===== src/rtl/minisys_io_pkg.sv =====
// Shared constants and helpers for the minisys board I/O conditioning blocks
// (switches now; LEDs and keypad later reuse the same timing defaults).
package minisys_io_pkg;

    // Number of board DIP switches.
    localparam int SW_WIDTH = 16;

    // Default debounce timing: CPU cycles per sample tick, and the number of
    // consecutive differing samples needed before a new level is accepted.
    localparam int SW_TICK_DIV_DEF = 25000;
    localparam int SW_STABLE_N_DEF = 8;

    // What a single debounce bit does in a given cycle.
    typedef enum logic [1:0] {
        DB_HOLD    = 2'b00,  // no sample tick: everything keeps its value
        DB_RESTART = 2'b01,  // sample matches the accepted level: restart count
        DB_COUNT   = 2'b10,  // sample differs, not yet long enough: count it
        DB_ACCEPT  = 2'b11   // sample differed for the full window: take it
    } db_action_e;

    // Decide the debounce action from the tick, the level comparison and
    // whether the counter already holds the last-but-one differing sample.
    function automatic db_action_e db_action(
        input logic tick,
        input logic differ,
        input logic at_limit
    );
        db_action_e act;
        if (!tick) begin
            act = DB_HOLD;
        end else if (!differ) begin
            act = DB_RESTART;
        end else if (at_limit) begin
            act = DB_ACCEPT;
        end else begin
            act = DB_COUNT;
        end
        return act;
    endfunction

endpackage


===== src/rtl/debounce_bit.sv =====
// One switch channel: two-flop synchroniser, stability counter, accepted
// level and a one-cycle change pulse aligned with the level update.
module debounce_bit
    import minisys_io_pkg::*;
#(
    parameter int STABLE_N = SW_STABLE_N_DEF,
    parameter int CNT_W    = $clog2(STABLE_N + 1)
) (
    input  logic clk,
    input  logic rst,
    input  logic tick,
    input  logic raw,
    output logic level,
    output logic pulse
);

    localparam logic [CNT_W-1:0] CNT_ZERO = {CNT_W{1'b0}};
    localparam logic [CNT_W-1:0] CNT_ONE  = CNT_W'(1);
    localparam logic [CNT_W-1:0] CNT_LAST = CNT_W'(STABLE_N - 1);

    logic             sync1_r;
    logic             sync2_r;
    logic [CNT_W-1:0] cnt_r;
    logic             level_r;
    logic             pulse_r;
    db_action_e       act_s;

    // Classify this cycle from the synchronised sample and the accepted level.
    always_comb begin
        act_s = db_action(tick, (sync2_r != level_r), (cnt_r == CNT_LAST));
    end

    // Bring the asynchronous pad into the clock domain; only sync2_r is used.
    always_ff @(posedge clk or posedge rst) begin
        if (rst) begin
            sync1_r <= 1'b0;
            sync2_r <= 1'b0;
        end else begin
            sync1_r <= raw;
            sync2_r <= sync1_r;
        end
    end

    // Count consecutive differing ticks; accept the new level on the last one.
    always_ff @(posedge clk or posedge rst) begin
        if (rst) begin
            cnt_r   <= CNT_ZERO;
            level_r <= 1'b0;
            pulse_r <= 1'b0;
        end else begin
            pulse_r <= 1'b0;
            case (act_s)
                DB_HOLD: begin
                    cnt_r <= cnt_r;
                end
                DB_RESTART: begin
                    cnt_r <= CNT_ZERO;
                end
                DB_COUNT: begin
                    cnt_r <= cnt_r + CNT_ONE;
                end
                DB_ACCEPT: begin
                    cnt_r   <= CNT_ZERO;
                    level_r <= sync2_r;
                    pulse_r <= 1'b1;
                end
                default: begin
                    cnt_r <= CNT_ZERO;
                end
            endcase
        end
    end

    assign level = level_r;
    assign pulse = pulse_r;

endmodule


===== src/rtl/switch_debounce.sv =====
// Switch front end: shared debounce sample prescaler, one debounce_bit per
// switch, and sticky per-bit change flags with a software clear strobe.
module switch_debounce
    import minisys_io_pkg::*;
#(
    parameter int WIDTH    = SW_WIDTH,
    parameter int TICK_DIV = SW_TICK_DIV_DEF,
    parameter int STABLE_N = SW_STABLE_N_DEF,
    parameter int CNT_W    = $clog2(STABLE_N + 1)
) (
    input  logic             swdbclk,
    input  logic             swdbrst,
    input  logic [WIDTH-1:0] switch_raw,
    input  logic [WIDTH-1:0] chg_clr,
    output logic [WIDTH-1:0] switch_o,
    output logic [WIDTH-1:0] change_p,
    output logic [WIDTH-1:0] changed
);

    // A divider of 1 still needs a one-bit counter that simply stays at 0.
    localparam int PRE_W = (TICK_DIV > 1) ? $clog2(TICK_DIV) : 1;
    localparam logic [PRE_W-1:0] PRE_ZERO = {PRE_W{1'b0}};
    localparam logic [PRE_W-1:0] PRE_ONE  = PRE_W'(1);
    localparam logic [PRE_W-1:0] PRE_LAST = PRE_W'(TICK_DIV - 1);

    logic [PRE_W-1:0] pre_r;
    logic             tick_s;
    logic [WIDTH-1:0] level_s;
    logic [WIDTH-1:0] pulse_s;
    logic [WIDTH-1:0] changed_r;

    // The sample tick fires in the last cycle of each prescaler period.
    always_comb begin
        tick_s = (pre_r == PRE_LAST);
    end

    // Free-running prescaler 0..TICK_DIV-1.
    always_ff @(posedge swdbclk or posedge swdbrst) begin
        if (swdbrst) begin
            pre_r <= PRE_ZERO;
        end else if (tick_s) begin
            pre_r <= PRE_ZERO;
        end else begin
            pre_r <= pre_r + PRE_ONE;
        end
    end

    // One independent debounce channel per switch, all sharing the tick.
    for (genvar i = 0; i < WIDTH; i++) begin : g_bit
        debounce_bit #(
            .STABLE_N (STABLE_N),
            .CNT_W    (CNT_W)
        ) u_bit (
            .clk   (swdbclk),
            .rst   (swdbrst),
            .tick  (tick_s),
            .raw   (switch_raw[i]),
            .level (level_s[i]),
            .pulse (pulse_s[i])
        );
    end

    // Sticky change flags: a pulse sets, the clear strobe clears, set wins.
    always_ff @(posedge swdbclk or posedge swdbrst) begin
        if (swdbrst) begin
            changed_r <= {WIDTH{1'b0}};
        end else begin
            changed_r <= (changed_r & ~chg_clr) | pulse_s;
        end
    end

    assign switch_o = level_s;
    assign change_p = pulse_s;
    assign changed  = changed_r;

endmodule


===== config.mk =====
export PLATFORM = sky130hd
export DESIGN_NAME = switch_debounce
export DESIGN_NICKNAME = d
export VERILOG_FILES = /design/src/rtl/minisys_io_pkg.sv /design/src/rtl/debounce_bit.sv /design/src/rtl/switch_debounce.sv
export SDC_FILE = /design/constraint.sdc
export NUM_CORES = 1
export LEC_CHECK = 0
export ABC_AREA = 1
export BUFFER_PORTS_ARGS = -buffer_cell sky130_fd_sc_hd__buf_2
export CORE_MARGIN = 3
export CORE_UTILIZATION = 62
export DETAILED_ROUTE_END_ITERATION = 7
export PLACE_DENSITY = 0.84
export SLEW_MARGIN = 10
export SYNTH_ARGS = -nofsm -noshare
export SYNTH_HDL_FRONTEND = slang
export SYNTH_SLANG_ARGS = --single-unit

===== constraint.sdc =====
create_clock -name swdbclk -period 9.2 [get_ports swdbclk]
set_input_delay 1.84 -clock swdbclk [delete_from_list [all_inputs] [get_ports swdbclk]]
set_output_delay 1.84 -clock swdbclk [all_outputs]
set_load 0.01 [all_outputs]

==> impl_results.md <==
* Outcome: finished, final reports clean
* Final setup viols at 0
* Die Width at 119 µm
* Worst hold path type: register to register
* Worst slew pin tran at 1.01 ns
* Yosys warns at 0
* Register area share after synthesis at 50.4%
* Final wirelength at 17.0 mm
* Crit start category: input port
* Pwr Density at 167 nW/µm²
* Share of power burned in registers at 48.6%
* RR Endpoint: g_bit[4].u_bit.cnt_r[1]
* CP required at 9.61 ns
* Post-synth EDFFs at 0
* Sw power at 0.295 mW
* Clock sink count at 159
* Placed insts at 1174
* Depth of the most critical reg-to-reg path at 6
* Hold Crit Depth at 0
* Primary FF master, synth: dfrtp_1
* Drt pass-1 iters at 5
* Slew Limit Fails at 0
* Int Pwr at 1.17 mW
* Sum of negative setup slack at 0 ns
* Area leader, netlist: dfrtp_1
* Site Rows at 40
* Num CTS Buffers at 17
* Hold Crit Start: g_bit[8].u_bit.sync1_r
* Critical path class: input port to asynchronous set/reset pin
* Fill cells at 932
* Core ar. at 12200 µm²
* Placement Setup Slack at 5.68 ns
* WL/cell at 14.1 µm
* Max-cap check violation count at 0
* Num ports at 82
* RePlAce Congestion at 0.893
* Initial DRC Count at 623
* Final nets at 1076
* Multi-input logic area at 2950 µm²
* Most area-consuming cells after synthesis: dfrtp_1 (50%), nand2_1 (16%), nand3_1 (7.5%), inv_1 (7.2%), buf_4 (3.3%)
* GRT met3 Usage at 6.60%
* First-pass GRT wire length at 28.6 mm
* Leak pwr at 5.15 nW
* Fraction of registers with async set/reset at 100%
* Final worst slack at 6.22 ns
* Syn Area/Cell at 8.12 µm²
* Initial antenna violation count at 0
* Period utilisation layout at 32.4%
* Top-area cell type share of the netlist area at 50.4%
* Largest net degree at the start of global routing at 84
* GRT Max-Usage Layer: met2
* Die footprint at 14100 µm²
* Hold Buf Count CTS at 0
* Vias/cell at 5.23
* Clk slew on worst S/H paths at 0.06 ns
* # DRC at 0
* Sequential standard cell area at 3980 µm²
* Commonest cells post-synth: nand2_1 (331), dfrtp_1 (159), inv_1 (152)
* Area delta synth->final at 11.0%
* N_diodes at 0
* Vias at 6308
* Sw Share at 20.1%
* Final Power at 1.46 mW
* Post-CTS setup buffer count at 0
* Routing usage on met2 at 43.2%
* Non-filler cells, final at 1205
* Synthesized flop and latch total at 159
* # port buffers at 81
* Mapped Nets at 1022
* CTS tree: done
* Peak VDD IR at 0.132 mV
* Worst Setup End Kind: asynchronous set/reset pin
* Post-DP HPWL at 10.3 mm
* Root buffer cell: clkbuf_16
* Initial Utilization at 64.6%
* RSZ-0062 raised after global routing: false
* Cell with the most instances after synthesis: nand2_1
* Vias in the first global route at 6193
* Dpl cell area at 8160 µm²
* H-tree depth at 4
* Unique masters post-synth at 25
* R2r setup slk at 6.63 ns
* Max Root-Sink Buffers at 2
* Logic gate share of total power at 2.5%
* Met1 usage at 30.2%
* Synthesized instance count at 971
* F_max at 0.335 GHz
* Setup Skew at 0.00884 ns
* Final Hold Fails at 0
* Post-route cell area at 8760 µm²
* Post-route ant nets at 0
* Critical Path AT at 3.39 ns
* Grt total ovfl at 0
* Rel. slew slack at 32.4%
* Die height at 119 µm
* Syn Std Cell Area at 7890 µm²
* Post-cts sizing count at 0
* Worst-skew pair later-pin latency at 0.43 ns
* GRT Util Overall at 25.3%
* Share of layout cells above drive strength 1 at 13.4%
* Clock group share of total power at 48.9%
* Worst hold endpoint: g_bit[8].u_bit.sync2_r
* R2r startpoint: pre_r[0]
* Final min period at 2.98 ns
* CP max FO at 83
cells in the final DEF (no fill, tap or decap):
cell type / Yosys / final
clkbuf_1: 2 / 4
clkbuf_16: 0 / 17
nand2_1: 331 / 331
xor2_1: 19 / 19
nand2_4: 2 / 2
buf_4: 35 / 3
nor2_8: 1 / 1
nor3_1: 1 / 1
inv_2: 3 / 3
dfrtp_1: 159 / 159
inv_1: 152 / 151
clkinv_2: 0 / 3
nand2_2: 3 / 3
nor2_1: 40 / 40
inv_6: 0 / 1
nand4_1: 19 / 19
nand3_1: 118 / 118
o21ai_0: 1 / 1
clkbuf_8: 0 / 4
o21bai_1: 17 / 17
o21ai_1: 4 / 4
o21ai_2: 12 / 12
nor2_2: 2 / 2
nor2_4: 3 / 3
nor3_4: 1 / 1
buf_2: 5 / 81
a21oi_1: 17 / 17
ha_1: 17 / 17
bufinv_16: 0 / 3
power by group through the flow:
stage / Combinational (mW) / Sequential (mW) / Clock [mW]
after floorplan: 0.0228 / 0.722 / 0
after global placement: 0.0359 / 0.723 / 0
after detailed placement: 0.0367 / 0.723 / 0
after CTS: 0.0374 / 0.711 / 0.720
after global routing: 0.0429 / 0.711 / 0.749
final: 0.0365 / 0.711 / 0.716
area by class of cell:
class	count	share of cell area, %
sequential	159	45.4
multi-input combinational	608	33.7
inverter	155	6.70
clock buffer	25	5.66
timing repair buffer	84	4.89
tap	168	2.40
clock inverter	6	1.20
metrics by stage:
step / hold slack, ns / util (%)
2_1_floorplan: 0.331 / -
3_3_place_gp: 0.331 / 66.8
3_5_place_dp: 0.335 / 66.8
4_1_cts: 0.348 / 71.7
5_1_grt: 0.358 / 71.7
6_report: 0.347 / 71.7
worst max-delay path, stage by stage:
cell,delay (ns)
buf_2,0.12
inv_6,0.47
buf_4,0.89
flip-flops by register name, indices dropped and copies added (netlist names):
| signal | cells |
|---|---|
| g_bit.u_bit.pulse | 16 |
| pre_r | 15 |
| g_bit.u_bit.level | 16 |
| g_bit.u_bit.cnt_r | 64 |
| changed | 16 |
| g_bit.u_bit.sync2_r | 16 |
| g_bit.u_bit.sync1_r | 16 |
layer usage:
| layer | share of wire [%] | vias to the layer above |
|---|---|---|
| met5 | 0 | - |
| met3 | 6.9 | 39 |
| met2 | 50 | 194 |
| met4 | 2.4 | 0 |
| met1 | 41 | 2982 |
| li1 | - | 3093 |
worst max path at each step:
stage	from	end	slack (ns)	cells after the start
6_report	swdbrst	g_bit[10].u_bit.pulse	6.22	3
5_1_grt	swdbrst	g_bit[2].u_bit.pulse	5.89	3
4_1_cts	swdbrst	g_bit[7].u_bit.level	6.14	3
3_5_place_dp	swdbrst	g_bit[10].u_bit.sync1_r	5.68	3
3_3_place_gp	swdbrst	g_bit[10].u_bit.sync1_r	5.67	3
2_1_floorplan	swdbrst	changed[0]	3.07	1
logic make-up after synthesis:
logic type	count (synthesis)	synth area share (%)
XOR/XNOR	19	2.11
adder cells (fa/ha/maj)	17	2.70
flip-flops	159	50.4
buffers and inverters	204	12.1
AND/OR/NAND/NOR	521	28.3
AO/OA/AOI/OAI	51	4.35
No activity file was read; power rests on OpenSTA's default activity.
